**src/rtl/prog_loader_if.sv**
```systemverilog
// Byte-stream valid/ready channel feeding the program loader.
// The master drives data and valid; the slave returns ready.
interface prog_loader_if #(
    parameter int DATA_W = 8
);
    logic [DATA_W-1:0] rx_data;
    logic              rx_valid;
    logic              rx_ready;

    modport master (
        output rx_data,
        output rx_valid,
        input  rx_ready
    );

    modport slave (
        input  rx_data,
        input  rx_valid,
        output rx_ready
    );
endinterface

```
**src/rtl/prog_loader.sv**
```systemverilog
// Boot loader: takes a LEN/payload/CSUM frame, writes the payload to RAM,
// and releases the cpu reset only once the checksum verifies.
module prog_loader #(
    parameter int                 ADDR_W    = 8,
    parameter int                 DATA_W    = 8,
    parameter logic [ADDR_W-1:0]  BASE_ADDR = '0,
    parameter int                 TIMEOUT   = 1000000
) (
    input  logic              clk,
    input  logic              rst,
    prog_loader_if.slave      io_rx,
    input  logic              i_start,
    output logic              o_mem_wren,
    output logic [ADDR_W-1:0] o_mem_addr,
    output logic [DATA_W-1:0] o_mem_data,
    output logic              o_cpu_rst,
    output logic              o_done,
    output logic              o_err
);
    localparam int CW = ((ADDR_W > DATA_W) ? ADDR_W : DATA_W) + 1;
    localparam int TW = $clog2(TIMEOUT + 1);
    localparam logic [CW-1:0] FULL   = CW'(2 ** ADDR_W);
    localparam logic [TW-1:0] T_LAST = TW'(TIMEOUT - 1);

    typedef enum logic [2:0] {
        S_LEN, S_DATA, S_CSUM, S_RUN, S_ERR
    } state_t;

    state_t            r_state;
    logic              r_rx_ready;
    logic [CW-1:0]     r_count;
    logic [DATA_W-1:0] r_sum;
    logic [ADDR_W-1:0] r_ptr;
    logic [TW-1:0]     r_timer;
    logic              r_wren;
    logic [ADDR_W-1:0] r_addr;
    logic [DATA_W-1:0] r_data;
    logic              r_cpu_rst;
    logic              r_done;
    logic              r_err;

    logic              w_accept;
    logic [DATA_W-1:0] w_byte;
    logic [DATA_W-1:0] w_sum_next;
    logic [CW-1:0]     w_len;
    logic              w_tmo;

    assign w_accept   = io_rx.rx_valid & r_rx_ready;
    assign w_byte     = io_rx.rx_data;
    assign w_sum_next = r_sum + w_byte;
    // A LEN of zero stands for a full-RAM image.
    assign w_len      = (w_byte == '0) ? FULL : CW'(w_byte);
    assign w_tmo      = (r_timer == T_LAST);

    always_ff @(posedge clk or posedge rst) begin
        if (rst) begin
            r_state    <= S_LEN;
            r_rx_ready <= 1'b1;
            r_count    <= '0;
            r_sum      <= '0;
            r_ptr      <= BASE_ADDR;
            r_timer    <= '0;
            r_wren     <= 1'b0;
            r_addr     <= BASE_ADDR;
            r_data     <= '0;
            r_cpu_rst  <= 1'b1;
            r_done     <= 1'b0;
            r_err      <= 1'b0;
        end else begin
            r_wren <= 1'b0;
            unique case (r_state)
                S_LEN: begin
                    if (w_accept) begin
                        r_count <= w_len;
                        r_sum   <= '0;
                        r_ptr   <= BASE_ADDR;
                        r_timer <= '0;
                        r_state <= S_DATA;
                    end
                end
                S_DATA: begin
                    if (w_accept) begin
                        r_wren  <= 1'b1;
                        r_addr  <= r_ptr;
                        r_data  <= w_byte;
                        r_ptr   <= r_ptr + ADDR_W'(1);
                        r_sum   <= w_sum_next;
                        r_count <= r_count - CW'(1);
                        r_timer <= '0;
                        if (r_count == CW'(1)) begin
                            r_state <= S_CSUM;
                        end
                    end else if (w_tmo) begin
                        r_state    <= S_ERR;
                        r_rx_ready <= 1'b0;
                        r_err      <= 1'b1;
                    end else begin
                        r_timer <= r_timer + TW'(1);
                    end
                end
                S_CSUM: begin
                    if (w_accept) begin
                        r_timer    <= '0;
                        r_rx_ready <= 1'b0;
                        if (w_sum_next == '0) begin
                            r_state   <= S_RUN;
                            r_cpu_rst <= 1'b0;
                            r_done    <= 1'b1;
                        end else begin
                            r_state <= S_ERR;
                            r_err   <= 1'b1;
                        end
                    end else if (w_tmo) begin
                        r_state    <= S_ERR;
                        r_rx_ready <= 1'b0;
                        r_err      <= 1'b1;
                    end else begin
                        r_timer <= r_timer + TW'(1);
                    end
                end
                S_RUN: begin
                    if (i_start) begin
                        r_state    <= S_LEN;
                        r_rx_ready <= 1'b1;
                        r_cpu_rst  <= 1'b1;
                        r_done     <= 1'b0;
                    end
                end
                S_ERR: begin
                    if (i_start) begin
                        r_state    <= S_LEN;
                        r_rx_ready <= 1'b1;
                        r_err      <= 1'b0;
                    end
                end
                default: begin
                    r_state <= S_LEN;
                end
            endcase
        end
    end

    assign io_rx.rx_ready = r_rx_ready;
    assign o_mem_wren     = r_wren;
    assign o_mem_addr     = r_addr;
    assign o_mem_data     = r_data;
    assign o_cpu_rst      = r_cpu_rst;
    assign o_done         = r_done;
    assign o_err          = r_err;
endmodule
```
**src/flat_wrapper.sv**
```systemverilog
// flat-port wrapper written by rule: the top's interface ports become plain ports
module prog_loader_flat 
#(
    parameter int                 ADDR_W    = 8,
    parameter int                 DATA_W    = 8,
    parameter logic [ADDR_W-1:0]  BASE_ADDR = '0,
    parameter int                 TIMEOUT   = 1000000
)
  (clk, rst, i_start, o_mem_wren, o_mem_addr, o_mem_data, o_cpu_rst, o_done, o_err, io_rx_rx_data, io_rx_rx_valid, io_rx_rx_ready);
  prog_loader_if #(.DATA_W(DATA_W)) io_rx_i ();
  input  logic clk;
  input  logic rst;
  input  logic i_start;
  output logic o_mem_wren;
  output logic [ADDR_W-1:0] o_mem_addr;
  output logic [DATA_W-1:0] o_mem_data;
  output logic o_cpu_rst;
  output logic o_done;
  output logic o_err;
  input wire logic [$bits(io_rx_i.rx_data)-1:0] io_rx_rx_data;
  input wire logic [$bits(io_rx_i.rx_valid)-1:0] io_rx_rx_valid;
  output wire logic [$bits(io_rx_i.rx_ready)-1:0] io_rx_rx_ready;
  assign io_rx_i.rx_data = io_rx_rx_data;
  assign io_rx_i.rx_valid = io_rx_rx_valid;
  assign io_rx_rx_ready = io_rx_i.rx_ready;
  prog_loader #(.ADDR_W(ADDR_W), .DATA_W(DATA_W), .BASE_ADDR(BASE_ADDR), .TIMEOUT(TIMEOUT)) u_core (.clk(clk), .rst(rst), .io_rx(io_rx_i), .i_start(i_start), .o_mem_wren(o_mem_wren), .o_mem_addr(o_mem_addr), .o_mem_data(o_mem_data), .o_cpu_rst(o_cpu_rst), .o_done(o_done), .o_err(o_err));
endmodule
```
**config.mk**
```make
export PLATFORM = sky130hd
export DESIGN_NAME = prog_loader_flat
export DESIGN_NICKNAME = d
export VERILOG_FILES = /design/src/rtl/prog_loader_if.sv /design/src/rtl/prog_loader.sv /design/src/flat_wrapper.sv
export SDC_FILE = /design/constraint.sdc
export NUM_CORES = 1
export LEC_CHECK = 0
export ABC_AREA = 1
export BUFFER_PORTS_ARGS = -buffer_cell sky130_fd_sc_hd__buf_2
export CORE_ASPECT_RATIO = 1.2
export CORE_MARGIN = 5
export CORE_UTILIZATION = 44
export CTS_CLUSTER_DIAMETER = 40
export CTS_CLUSTER_SIZE = 40
export DETAILED_ROUTE_END_ITERATION = 12
export PLACE_DENSITY = 0.73
export SLEW_MARGIN = 20
export SYNTH_ARGS = -nofsm -noshare
export SYNTH_HDL_FRONTEND = slang
export SYNTH_SLANG_ARGS = --single-unit
```
**constraint.sdc**
```tcl
create_clock -name clk -period 1.87 [get_ports clk]
set_input_delay 0.187 -clock clk [delete_from_list [all_inputs] [get_ports clk]]
set_output_delay 0.187 -clock clk [all_outputs]
set_load 0.05 [all_outputs]
```
==> impl_results.md <==
* Total Routing Usage GR at 0.1875
* Post-Synthesis Cells at 532
* Routed Antenna Nets at 0
* Reg power frac at 0.293
* Post-synthesis sequential area ratio at 0.4265
* Clk slew on worst S/H paths at 0.08 ns
* Vias per std cell at 5.240
* CTS buffer count at 9
* Worst-path fanout max at 6
* # clock sinks at 69
* Internal power at 3891 uW
* Share of cells above drive strength 1 at 0.2077
* Maximum root-to-sink buffer count at 2
* Core area at 9034 sq um
* Initial core utilization at 0.4488
* DIE HEIGHT at 115.2 microns
* Hold Crit Start: i_start
* Final Critical Period at 1.909 ns
* CTS HTree Levels at 3
* Nets at 617
* Buf/Inv on CP at 0
* Distinct cells, synth at 42
* Layout area overhead at 18.86%
* P_leak at 0.002434 uW
* Setup ws final at -0.03891 ns
* Final setup vio count at 4
* Clock network power share at 0.182
* Final cell count without fillers at 717
* First-pass GRT wire length at 17170 microns
* Final hold slack at 0.1263 ns
* Number of cells on the worst reg-to-reg path at 13
* Worst Setup Start Kind: flip-flop
* Most frequent CP cell: nand2_1
* Fill count at 877
* CTS tree: done
* Largest net degree at the start of global routing at 36
* Root Driver: clkbuf_8
* Cell area after synthesis at 4054 sq um
* DR pass1 iterations at 7
* Drt total wl at 10200 microns
* Crit Path Class: flip-flop to flip-flop
* Worst-Skew Late Latency at 0.36 ns
* P_sw at 3572 uW
* Setup TNS at -0.1131 ns
* Full die area at 11240 sq um
* Worst IR drop on VDD at 715.8 uV
* Failing checks: setup timing
* Combinational fraction of design power at 0.525
* WP data required at 2.17 ns
* Net Sw Frac at 0.4786
* Synthesized Nets at 556
* Final period util at 1.021
* Layout Skew at 0.01401 ns
* Critical path's top delay family: simple AND/OR/NAND/NOR gates
* Ant diodes at 0
* Boundary pin count at 33
* Min-Delay Path Class: primary input to flip-flop
* Number of global-route vias before repair at 3708
* Status: finished with violations
* Endpoints failing hold at 0
* Die X at 97.63 microns
* WHS Path Cells at 3
* Number of flops mapped to enable cells by yosys at 0
* Worst path max stage delay at 0.39 ns
* Post-DP Area at 4511 sq um
* Synth warn at 0
* Worst reg2reg path startpoint: u_core.r_sum[0]
* WL/cell at 14.23 microns
* Antenna violations before repair at 0
* Via count at 3757
* Worst setup EP type: flip-flop
* Row count at 38
* Slew @ Worst Pin at 0.6936 ns
* Final Max Tran Viols at 0
* Critical Path AT at 2.20 ns
* Unrepaired setup endpoints after global routing: true
* Post-synth top flop: dfrtp_1
* GRT overflow at 0
* CP Cell Sequence: ha_2 -> fa_2 -> nand2_2 -> nand3_2 -> nand3_2 -> nand2_1 -> nand2_1 -> nand2_2 -> nor2_4 -> nand3_4 -> nand2_2 -> nand2_1 -> nand2_1
* Syn Area/Cell at 7.620 sq um
* IO Port Bufs at 32
* Dpl hpwl at 7498 microns
* Achievable Freq at 523.9 MHz
* Count of state elements after synthesis at 69
* Routability Congestion at 0.9332
* FFs w/ async S/R, synth at 1.000
* Design area at 4818 sq um
* Slew headroom at 0.5341
* Pwr dens at 1549 nW/um^2
* Max-Cap Viols at 0
* Critical path depth at 13
* Crit. Startpoint: u_core.r_sum[0]
* Initial drt markers at 171
* DRC at 0
* Dpl ws at -0.1721 ns
* Crit path max-delay cell type: dfrtp_1
* Dpl cells at 698
## state kept, by name, indices dropped and copies added, names as in the netlist
name,cells
u_core.r_state,3
u_core.o_done,1
u_core.o_cpu_rst,1
u_core.o_mem_wren,1
u_core.o_mem_data,8
u_core.r_count,9
u_core.o_mem_addr,8
u_core.io_rx.rx_ready,1
u_core.r_sum,8
u_core.r_ptr,8
u_core.o_err,1
u_core.r_timer,20
## cell families (layout without fill, tap and decap cells)
logic type      count (synthesis)  in the layout  share of synthesized area
simple gates                  289            289                     0.3281
buf+inv                        79            144                    0.08179
compound gates                 76             76                     0.1096
flops                          69             69                     0.4265
fa+ha+maj                      12             12                    0.03889
xor+xnor                        7              7                    0.01512
## final timing paths
kind,to,slack (ns)
max,u_core.r_state[1],-0.04
min,u_core.io_rx.rx_ready,0.13
max reg2reg,u_core.r_state[1],-0.04
min reg2reg,u_core.o_cpu_rst,0.47
max in group asynchronous,u_core.r_sum[1],0.95
min in group asynchronous,u_core.r_count[1],0.34
## per-stage QoR
stage | utilization | power, uW
after global placement | 0.4993 | 5868
after CTS | 0.5267 | 7375
after floorplan | - | 4941
after global routing | 0.5334 | 7998
final | 0.5334 | 7462
after detailed placement | 0.4993 | 5964
## area by class of cell
| class | instances | area [sq um] | area share |
|---|---|---|---|
| Clock inverter | 6 | 88.84 | 0.01844 |
| Sequential cell | 69 | 1729 | 0.3589 |
| Tap cell | 120 | 150.1 | 0.03116 |
| Multi-Input combinational cell | 384 | 2061 | 0.4277 |
| Timing Repair Buffer | 59 | 390.4 | 0.08102 |
| Clock buffer | 9 | 123.9 | 0.02571 |
| Inverter | 70 | 275.3 | 0.05713 |
## layout by cell type (no fill, tap or decap), types with 3 or more instances in the layout
master / instances
inv_4: 3
clkbuf_8: 9
inv_1: 59
clkinvlp_4: 3
nor2_4: 3
o21ai_1: 5
a22o_1: 4
nor2_1: 49
nand4_1: 12
dfrtp_1: 67
nand3_1: 42
inv_2: 6
buf_4: 24
o211ai_1: 3
ha_2: 3
xor2_1: 5
nand2_1: 145
nand3_2: 7
o21ai_0: 31
nor3_1: 4
buf_2: 32
nand2_2: 9
ha_1: 8
a21oi_1: 20
nor3_4: 3
nor2_2: 5
## worst min-delay path, stage by stage
cell and delay (ns):
buf_2 0.12, nand2_1 0.08, nand3_1 0.08
## timing repair
action / in CTS / in global routing
setup endpoints to repair: 6 / 12
hold buffers: 1 / 0
pin swaps: 3 / 5
endpoints found under the hold margin: 12 / 0
cloned: 0 / 0
buffers inserted: 2 / 1
gates resized for setup: 5 / 14
## synth_stat cells (2+ instances only)
library cell	count	area, sq um
ha_1	11	137.6
inv_2	5	18.77
nor2_1	52	195.2
buf_6	3	33.78
o21ai_0	31	155.2
o32ai_1	2	17.52
xor2_1	5	43.79
nor3_4	3	48.80
nand3_1	46	230.2
a22oi_1	2	15.01
o31ai_1	2	15.01
dfrtp_1	67	1677
buf_2	3	15.01
inv_4	3	18.77
a22o_1	4	35.03
inv_1	61	229.0
nor4_1	2	12.51
a31oi_1	2	12.51
nand3b_1	2	15.01
o21ai_1	5	25.02
nor3_1	4	20.02
o211ai_1	3	22.52
nand2_1	150	563.0
nor2_2	4	25.02
nand2_2	4	25.02
xnor2_1	2	17.52
clkbuf_1	3	11.26
dfstp_2	2	52.55
nand2_4	2	22.52
a21oi_1	20	100.1
nor2_8	2	40.04
nand4_1	12	75.07
nand3_2	4	40.04
## routing by layer
metal	global-route usage	share of wire	vias to the layer above	wire length, microns
met5	0	0	-	0
met2	0.3420	0.53	97	5371
met3	0.02791	0.044	23	451
li1	-	-	1860	-
met4	0.07479	0.021	0	217
met1	0.2226	0.41	1777	4162
## power by group through the flow
stage	clock (uW)	combinational [uW]	sequential [uW]
finish	1360	3920	2190
CTS	1370	3820	2180
detailed placement	0	3760	2200
global placement	0	3680	2190
global route	1440	4330	2230
floorplan	0	2240	2710
Note: power is estimated with default switching activity, not from simulation.
